[src/rtl/axi_burst_splitter.sv]
// Splits upstream AXI bursts into sequential single-beat transactions for a
// single-beat downstream subsystem; write and read paths run independently.
module axi_burst_splitter #(
  parameter int ID_WIDTH = 1
) (
  input  logic                i_clk,
  input  logic                i_rst,
  input  logic [ID_WIDTH-1:0] i_s_awid,
  input  logic [31:0]         i_s_awaddr,
  input  logic [7:0]          i_s_awlen,
  input  logic [2:0]          i_s_awsize,
  input  logic [1:0]          i_s_awburst,
  input  logic                i_s_awvalid,
  output logic                o_s_awready,
  input  logic [63:0]         i_s_wdata,
  input  logic [7:0]          i_s_wstrb,
  input  logic                i_s_wlast,
  input  logic                i_s_wvalid,
  output logic                o_s_wready,
  output logic [ID_WIDTH-1:0] o_s_bid,
  output logic [1:0]          o_s_bresp,
  output logic                o_s_bvalid,
  input  logic                i_s_bready,
  input  logic [ID_WIDTH-1:0] i_s_arid,
  input  logic [31:0]         i_s_araddr,
  input  logic [7:0]          i_s_arlen,
  input  logic [2:0]          i_s_arsize,
  input  logic [1:0]          i_s_arburst,
  input  logic                i_s_arvalid,
  output logic                o_s_arready,
  output logic [ID_WIDTH-1:0] o_s_rid,
  output logic [63:0]         o_s_rdata,
  output logic [1:0]          o_s_rresp,
  output logic                o_s_rlast,
  output logic                o_s_rvalid,
  input  logic                i_s_rready,
  output logic [ID_WIDTH-1:0] o_m_awid,
  output logic [31:0]         o_m_awaddr,
  output logic                o_m_awvalid,
  input  logic                i_m_awready,
  output logic [63:0]         o_m_wdata,
  output logic [7:0]          o_m_wstrb,
  output logic                o_m_wvalid,
  input  logic                i_m_wready,
  input  logic [1:0]          i_m_bresp,
  input  logic                i_m_bvalid,
  output logic                o_m_bready,
  output logic [ID_WIDTH-1:0] o_m_arid,
  output logic [31:0]         o_m_araddr,
  output logic                o_m_arvalid,
  input  logic                i_m_arready,
  input  logic [63:0]         i_m_rdata,
  input  logic [1:0]          i_m_rresp,
  input  logic                i_m_rvalid,
  output logic                o_m_rready,
  output logic [2:0]          o_dbg_w_state,
  output logic [1:0]          o_dbg_r_state
);

  // Every channel follows valid/ready: a beat transfers on a rising edge where
  // both are high, and a raised valid holds its payload until that edge.
  typedef enum logic [2:0] {W_IDLE, W_ADDR, W_DATA, W_RESP, W_BRSP} w_state_e;
  typedef enum logic [1:0] {R_IDLE, R_ADDR, R_DATA} r_state_e;

  w_state_e            w_state_q, w_state_d;
  logic [ID_WIDTH-1:0] w_id_q, w_id_d;
  logic [31:0]         w_addr_q, w_addr_d;
  logic [7:0]          w_len_q, w_len_d, w_cnt_q, w_cnt_d;
  logic [2:0]          w_size_q, w_size_d;
  logic [1:0]          w_burst_q, w_burst_d, w_resp_q, w_resp_d;

  r_state_e            r_state_q, r_state_d;
  logic [ID_WIDTH-1:0] r_id_q, r_id_d;
  logic [31:0]         r_addr_q, r_addr_d;
  logic [7:0]          r_len_q, r_len_d, r_cnt_q, r_cnt_d;
  logic [2:0]          r_size_q, r_size_d;
  logic [1:0]          r_burst_q, r_burst_d;

  logic unused_wlast;
  assign unused_wlast = i_s_wlast;

  // WRAP is honoured only for legal lengths; anything else steps like INCR.
  function automatic logic [31:0] next_addr(input logic [31:0] addr, input logic [7:0] len,
                                            input logic [2:0] size, input logic [1:0] burst);
    logic [31:0] step, mask;
    logic        wrap_ok;
    step    = 32'd1 << size;
    mask    = (({24'd0, len} + 32'd1) << size) - 32'd1;
    wrap_ok = (len == 8'd1) || (len == 8'd3) || (len == 8'd7) || (len == 8'd15);
    if (burst == 2'b00)                next_addr = addr;
    else if (burst == 2'b10 && wrap_ok) next_addr = (addr & ~mask) | ((addr + step) & mask);
    else                               next_addr = addr + step;
  endfunction

  always_comb begin
    w_state_d = w_state_q;
    w_id_d    = w_id_q;
    w_addr_d  = w_addr_q;
    w_len_d   = w_len_q;
    w_size_d  = w_size_q;
    w_burst_d = w_burst_q;
    w_cnt_d   = w_cnt_q;
    w_resp_d  = w_resp_q;
    case (w_state_q)
      W_IDLE: if (i_s_awvalid) begin
        w_id_d    = i_s_awid;
        w_addr_d  = i_s_awaddr;
        w_len_d   = i_s_awlen;
        w_size_d  = i_s_awsize;
        w_burst_d = i_s_awburst;
        w_cnt_d   = 8'd0;
        w_resp_d  = 2'b00;
        w_state_d = W_ADDR;
      end
      W_ADDR: if (i_m_awready) w_state_d = W_DATA;
      W_DATA: if (i_s_wvalid && i_m_wready) w_state_d = W_RESP;
      W_RESP: if (i_m_bvalid) begin
        // Worst response of the burst is what the upstream master sees.
        if (i_m_bresp > w_resp_q) w_resp_d = i_m_bresp;
        if (w_cnt_q == w_len_q) begin
          w_state_d = W_BRSP;
        end else begin
          w_cnt_d   = w_cnt_q + 8'd1;
          w_addr_d  = next_addr(w_addr_q, w_len_q, w_size_q, w_burst_q);
          w_state_d = W_ADDR;
        end
      end
      W_BRSP: if (i_s_bready) w_state_d = W_IDLE;
      default: w_state_d = W_IDLE;
    endcase
  end

  always_comb begin
    r_state_d = r_state_q;
    r_id_d    = r_id_q;
    r_addr_d  = r_addr_q;
    r_len_d   = r_len_q;
    r_size_d  = r_size_q;
    r_burst_d = r_burst_q;
    r_cnt_d   = r_cnt_q;
    case (r_state_q)
      R_IDLE: if (i_s_arvalid) begin
        r_id_d    = i_s_arid;
        r_addr_d  = i_s_araddr;
        r_len_d   = i_s_arlen;
        r_size_d  = i_s_arsize;
        r_burst_d = i_s_arburst;
        r_cnt_d   = 8'd0;
        r_state_d = R_ADDR;
      end
      R_ADDR: if (i_m_arready) r_state_d = R_DATA;
      R_DATA: if (i_m_rvalid && i_s_rready) begin
        if (r_cnt_q == r_len_q) begin
          r_state_d = R_IDLE;
        end else begin
          r_cnt_d   = r_cnt_q + 8'd1;
          r_addr_d  = next_addr(r_addr_q, r_len_q, r_size_q, r_burst_q);
          r_state_d = R_ADDR;
        end
      end
      default: r_state_d = R_IDLE;
    endcase
  end

  always_ff @(posedge i_clk) begin
    if (i_rst) begin
      w_state_q <= W_IDLE;
      w_id_q    <= '0;
      w_addr_q  <= 32'd0;
      w_len_q   <= 8'd0;
      w_size_q  <= 3'd0;
      w_burst_q <= 2'd0;
      w_cnt_q   <= 8'd0;
      w_resp_q  <= 2'd0;
      r_state_q <= R_IDLE;
      r_id_q    <= '0;
      r_addr_q  <= 32'd0;
      r_len_q   <= 8'd0;
      r_size_q  <= 3'd0;
      r_burst_q <= 2'd0;
      r_cnt_q   <= 8'd0;
    end else begin
      w_state_q <= w_state_d;
      w_id_q    <= w_id_d;
      w_addr_q  <= w_addr_d;
      w_len_q   <= w_len_d;
      w_size_q  <= w_size_d;
      w_burst_q <= w_burst_d;
      w_cnt_q   <= w_cnt_d;
      w_resp_q  <= w_resp_d;
      r_state_q <= r_state_d;
      r_id_q    <= r_id_d;
      r_addr_q  <= r_addr_d;
      r_len_q   <= r_len_d;
      r_size_q  <= r_size_d;
      r_burst_q <= r_burst_d;
      r_cnt_q   <= r_cnt_d;
    end
  end

  // Handshake outputs are masked by i_rst so the reset cycle itself is quiet.
  assign o_s_awready = !i_rst && (w_state_q == W_IDLE);
  assign o_m_awvalid = !i_rst && (w_state_q == W_ADDR);
  assign o_m_awid    = w_id_q;
  assign o_m_awaddr  = w_addr_q;
  assign o_m_wvalid  = !i_rst && (w_state_q == W_DATA) && i_s_wvalid;
  assign o_s_wready  = !i_rst && (w_state_q == W_DATA) && i_m_wready;
  assign o_m_wdata   = i_s_wdata;
  assign o_m_wstrb   = i_s_wstrb;
  assign o_m_bready  = !i_rst && (w_state_q == W_RESP);
  assign o_s_bvalid  = !i_rst && (w_state_q == W_BRSP);
  assign o_s_bid     = w_id_q;
  assign o_s_bresp   = w_resp_q;

  assign o_s_arready = !i_rst && (r_state_q == R_IDLE);
  assign o_m_arvalid = !i_rst && (r_state_q == R_ADDR);
  assign o_m_arid    = r_id_q;
  assign o_m_araddr  = r_addr_q;
  assign o_s_rvalid  = !i_rst && (r_state_q == R_DATA) && i_m_rvalid;
  assign o_m_rready  = !i_rst && (r_state_q == R_DATA) && i_s_rready;
  assign o_s_rdata   = i_m_rdata;
  assign o_s_rresp   = i_m_rresp;
  assign o_s_rid     = r_id_q;
  assign o_s_rlast   = (r_state_q == R_DATA) && (r_cnt_q == r_len_q);

  assign o_dbg_w_state = w_state_q;
  assign o_dbg_r_state = r_state_q;

endmodule

[config.mk]
export PLATFORM = sky130hd
export DESIGN_NAME = axi_burst_splitter
export DESIGN_NICKNAME = d
export VERILOG_FILES = /design/src/rtl/axi_burst_splitter.sv
export SDC_FILE = /design/constraint.sdc
export NUM_CORES = 1
export LEC_CHECK = 0
export CORE_AREA = 5 5 178 180
export CTS_CLUSTER_DIAMETER = 50
export DETAILED_ROUTE_END_ITERATION = 6
export DIE_AREA = 0 0 183 185
export PLACE_DENSITY_LB_ADDON = 0.12
export RECOVER_POWER = 25
export SLEW_MARGIN = 0
export SYNTH_ARGS = -nofsm -noshare
export SYNTH_HDL_FRONTEND = slang
export SYNTH_SLANG_ARGS = --single-unit
[constraint.sdc]
create_clock -name i_clk -period 4.7 [get_ports i_clk]
set_input_delay 1.175 -clock i_clk [delete_from_list [all_inputs] [get_ports i_clk]]
set_output_delay 1.175 -clock i_clk [all_outputs]
set_load 0.005 [all_outputs]
* Word level (Yosys, flattened, before mapping) *
Index checks and enable logic that the tools add are counted.

operators by class
  multiplexer cells = 36
  reductions and logical operators = 39
  equal/unequal tests = 31
  bitwise logic cells = 8
  order comparisons = 1
  $add $sub $neg = 8
  shift operators = 4

operators with widths
  kind                     number
  $mux W32                 10
  $and A32 B32 Y32         4
  $pmux W32 S2             2
  $add A32 B32 Y32         2
  $not A32 Y32             2
  $or A32 B32 Y32          2
  $shl A1 B3 Y32 const A   2
  $shl A9 B3 Y32           2
  $sub A32 B1 Y32 const B  2
  $mux W8                  6
  $pmux W8 S2              2
  $ne A2 B2 Y1 const B     13
  $add A8 B1 Y9 const B    2
  $mux W3                  6
  $logic_and A1 B1 Y1      17
  $add A8 B1 Y8 const B    2
  $eq A8 B1 Y1 const B     2
  $eq A8 B2 Y1 const B     2
  $eq A8 B3 Y1 const B     2
  $eq A8 B4 Y1 const B     2
  $eq A8 B8 Y1             2
  $pmux W3 S5              1
  $reduce_and A5 Y1        3
  $mux W2                  6
  other kinds (17)         31

word-level totals
  word-level logic and storage cells = 142
  output and inout bits = 224
  flip-flop bits (word level) = 115

* Depth between registers and ports, before layout *
  word-level depth = 11
  mapped depth = 18

* Worst setup path after synthesis *
OpenSTA, ideal clock, no wires.

  kind = register to register
  start = register r_size_q[2]
  end = register (tool-made name)
  required time = 4608 ps
  cell stages (with the launch flop) = 14
  arrival time = 3456 ps
  path slack = 1152 ps
  period minus slack after synthesis = 3548 ps
  setup time = 92 ps
  cells stage by stage = dfxtp_1 buf_2 buf_1 clkbuf_1 nor3_1 ha_1 a21o_1 a2111oi_0 o41ai_1 nand2_1 or4_1 nor4_1 a21oi_1 o32ai_1

RTL lines
  item                    line  RTL
  start, declared         76    logic [2:0] r_size_q, r_size_d;
  start signal, assigned  195   r_size_q <= r_size_d;

==> impl_metrics.py <==
metrics = {
    "final_layout": {
        "n_antenna_cell": 0,
        "fin_util": 0.4104,
        "fin_cells": 1893,
        "final_cell_area_sq_um": 12320,
        "nets": 1759,
        "final_cell_mix": "nand2_1 (200), clkdlybuf4s50_1 (189), a21oi_1 (142)",
        "area_growth_pct": 17.45,
        "drive_above_1_share": 0.06747,
        "final_common_cell": "nand2_1",
    },
    "sta": {
        "fin_crit_ps": 4003,
        "maxSlewViolCount": 0,
        "max_freq_mhz": 249.8,
        "finalCritPeriodShare": 0.8516,
        "rsz0062_at_grt": "no",
        "fin_worst_skew_ps": 15.19,
        "worst_pin_slew_ps": 1038,
        "finalHoldViolCount": 0,
        "finalSetupViolCount": 0,
        "fin_setup_tns_ps": 0,
        "relSlewSlack": 0.3037,
    },
    "floorplan": {
        "num_rows": 64,
        "initial_core_util": 0.3494,
        "io-pin-count": 469,
        "core_sq_um": 30030,
        "die_h_um": 185,
        "die_area_sq_um": 33860,
        "fp.dieW_um": 183,
    },
    "route": {
        "wire_per_inst_um": 22.09,
        "vias": 10690,
        "drt_wl_total_mm": 41.82,
        "drt_iter0_markers": 679,
        "drcViolationCount": 0,
        "antenna_left": 0,
        "drt-vias-per-instance": 5.646,
        "drtPass1Iterations": 5,
    },
    "clocking": {
        "cts_max_level": 4,
        "ctsHoldBuffers": 0,
        "cts_root_buffer": "clkbuf_16",
        "clock_sinks": 115,
        "post-cts-setup-buffer-count": 0,
        "cts_tree": "done",
        "post_cts_resized": 0,
        "cts_buffers": 17,
        "clk_pin_slew_worst_paths_ps": 70,
        "clkLatencyLatePin_ps": 420,
        "clock_path_buffers": 2,
    },
    "yosys": {
        "synth_xor_area_frac": 0.05974,
        "yosys.cell_types.count": 86,
        "yosysWarnings": 0,
        "syn-cell-area_sq_um": 10490,
        "ys_async_sr_fraction": 0,
        "synth-simple-area-share": 0.2590,
        "synth-edff-count": 0,
        "synthAdderAreaFrac": 0.03720,
        "synth_top_family_by_area": "compound AO/OA/AOI/OAI gates",
        "ys_seq_area_frac": 0.2194,
        "syn_avg_cell_area_sq_um": 7.118,
        "ys_ff_latch": 115,
        "synth_fp_nets": 1749,
        "synth_cells": 1474,
        "synthFlopType": "dfxtp_1",
        "synth_compound_gate_area_share": 0.2597,
        "synth.mux.area_fraction": 0.01371,
    },
    "global_routing": {
        "grt_max_degree": 65,
        "top_usage_layer": "met2",
        "grt-ovfl-total": 0,
        "met2_usage": 0.3580,
        "grt_pass1_wl_mm": 62.56,
        "gr-usage-all-layers": 0.2354,
        "grt_antenna_before_repair": 0,
        "grt_pass1_vias": 10060,
        "grt_util_met3": 0.09230,
        "gr-usage-met1": 0.3045,
    },
    "min_path": {
        "whs_path_depth": 2,
        "hold_path_class": "reg2reg",
    },
    "placement": {
        "dpl.hpwl_mm": 32.77,
        "dpl-instance-area_sq_um": 11690,
        "place_inst": 1861,
        "port_buffers": 191,
        "globalplace.congestion": 0.8827,
    },
    "worst_setup_path": {
        "cp_max_fo": 13,
        "path_delay_family": "compound AO/OA/AOI/OAI gates",
        "cp_num_cells": 11,
        "cp_data_arrival_time_ps": 4310,
        "critical-path-max-stage-delay_ps": 820,
        "r2r_cells": 11,
        "crit_required_ps": 5010,
        "worstSetupEndpointType": "flip-flop",
        "rrSetupSlack_ps": 700,
        "path_cells": "ha_1 > nand3_4 > xnor2_2 > a211oi_1 > nand2_1 > a31oi_1 > o21bai_1 > nor4_1 > o21ai_1 > a21oi_1 > o221a_2",
        "cp_num_buf_inv": 0,
        "path_class": "reg2reg",
        "cpMaxStageDelayCell": "o21ai_1",
        "critPathLaunchType": "flip-flop",
    },
    "job": {
        "cap_violations": 0,
    },
    "power_and_ir_drop": {
        "p_leak_nw": 4.470,
        "ir_drop_mv": 0.2020,
        "p_per_area_nw_per_um2": 321.1,
    },
    "status": {
        "outcome": "finished, final reports clean",
    },
}
==> cell type report <==
| class | count | area (sq um) |
|---|---|---|
| clock buffers | 20 | 456.7 |
| clock inverters | 12 | 180.2 |
| fillers | 3188 | 17710 |
| inverters | 27 | 101.3 |
| multi-input cells | 1096 | 6611 |
| flip-flops and latches | 115 | 2302 |
| well taps | 396 | 495.5 |
| repair buffers | 227 | 2176 |
==> worst paths after layout <==
kind / from / end
hold / removal: r_burst_q[0]$_SDFFE_PP0P_ / r_burst_q[0]$_SDFFE_PP0P_
setup / recovery: w_len_q[1]$_SDFFE_PP0P_ / flip-flop
setup reg to reg: w_len_q[1]$_SDFFE_PP0P_ / flip-flop
hold reg to reg: r_burst_q[0]$_SDFFE_PP0P_ / r_burst_q[0]$_SDFFE_PP0P_
==> power breakdown <==
part | switching [mW] | internal [mW] | leakage [nW]
Sequential | 0.176 | 1.08 | 0.944
Clock | 0.517 | 0.918 | 0.306
Combinational | 0.681 | 0.586 | 3.22
Total | 1.37 | 2.58 | 4.47
==> worst min-delay path: cells and delay by family, from the launching register on <==
family | cells | cell delay (ps)
flops | 1 | 330
simple gates | 1 | 60
compound gates | 1 | 50
==> metrics by stage <==
step / worst slack, ps / power [mW] / hold WS (ps)
6_report: 697.5 / 3.958 / 483.0
5_1_grt: 353.3 / 4.190 / 517.3
4_1_cts: 751.9 / 3.993 / 485.7
3_5_place_dp: 777.2 / 2.537 / 475.6
3_3_place_gp: 790.7 / 2.524 / 469.5
2_1_floorplan: 1152 / 2.103 / 449.4
==> synthesized netlist by cell type (all sizes together) (8+ instances only) <==
cell type | count | area share
o31ai | 12 | 0.0086
o211ai | 12 | 0.0086
buf | 177 | 0.12
a311oi | 15 | 0.013
o21a | 16 | 0.012
o31a | 8 | 0.0067
a21o | 9 | 0.0064
dfxtp | 115 | 0.22
nand2b | 12 | 0.0072
or3 | 15 | 0.0089
and2 | 12 | 0.0072
o21ai | 73 | 0.035
a21oi | 142 | 0.068
mux2i | 11 | 0.010
xor2 | 38 | 0.032
clkbuf | 59 | 0.021
ha | 28 | 0.033
nand3 | 42 | 0.022
a31oi | 9 | 0.0054
nor2 | 140 | 0.050
inv | 26 | 0.0093
and3 | 23 | 0.014
xnor2 | 31 | 0.028
nor4 | 17 | 0.012
nand4 | 23 | 0.014
nor3 | 55 | 0.026
o32ai | 11 | 0.0099
nand2 | 201 | 0.072
a211oi | 28 | 0.021
==> per-layer routing <==
metal / part of all wire / wire length (um) / vias up
li1: - / - / 5184
met1: 0.43 / 17900 / 4985
met2: 0.43 / 18140 / 454
met3: 0.11 / 4639 / 63
met4: 0.024 / 1023 / 2
met5: 0.0027 / 115 / -
==> logic make-up (layout without fill, tap and decap cells) <==
logic type | after synthesis | count (layout)
xor gates and xnor gates | 69 | 69
AOI/OAI and AO/OA | 409 | 409
adders and majority gates | 30 | 30
and+or+nand+nor | 574 | 574
muxes | 14 | 14
DFF | 115 | 115
buffers and inverters | 263 | 286
Power figures use the tool's default switching activity.
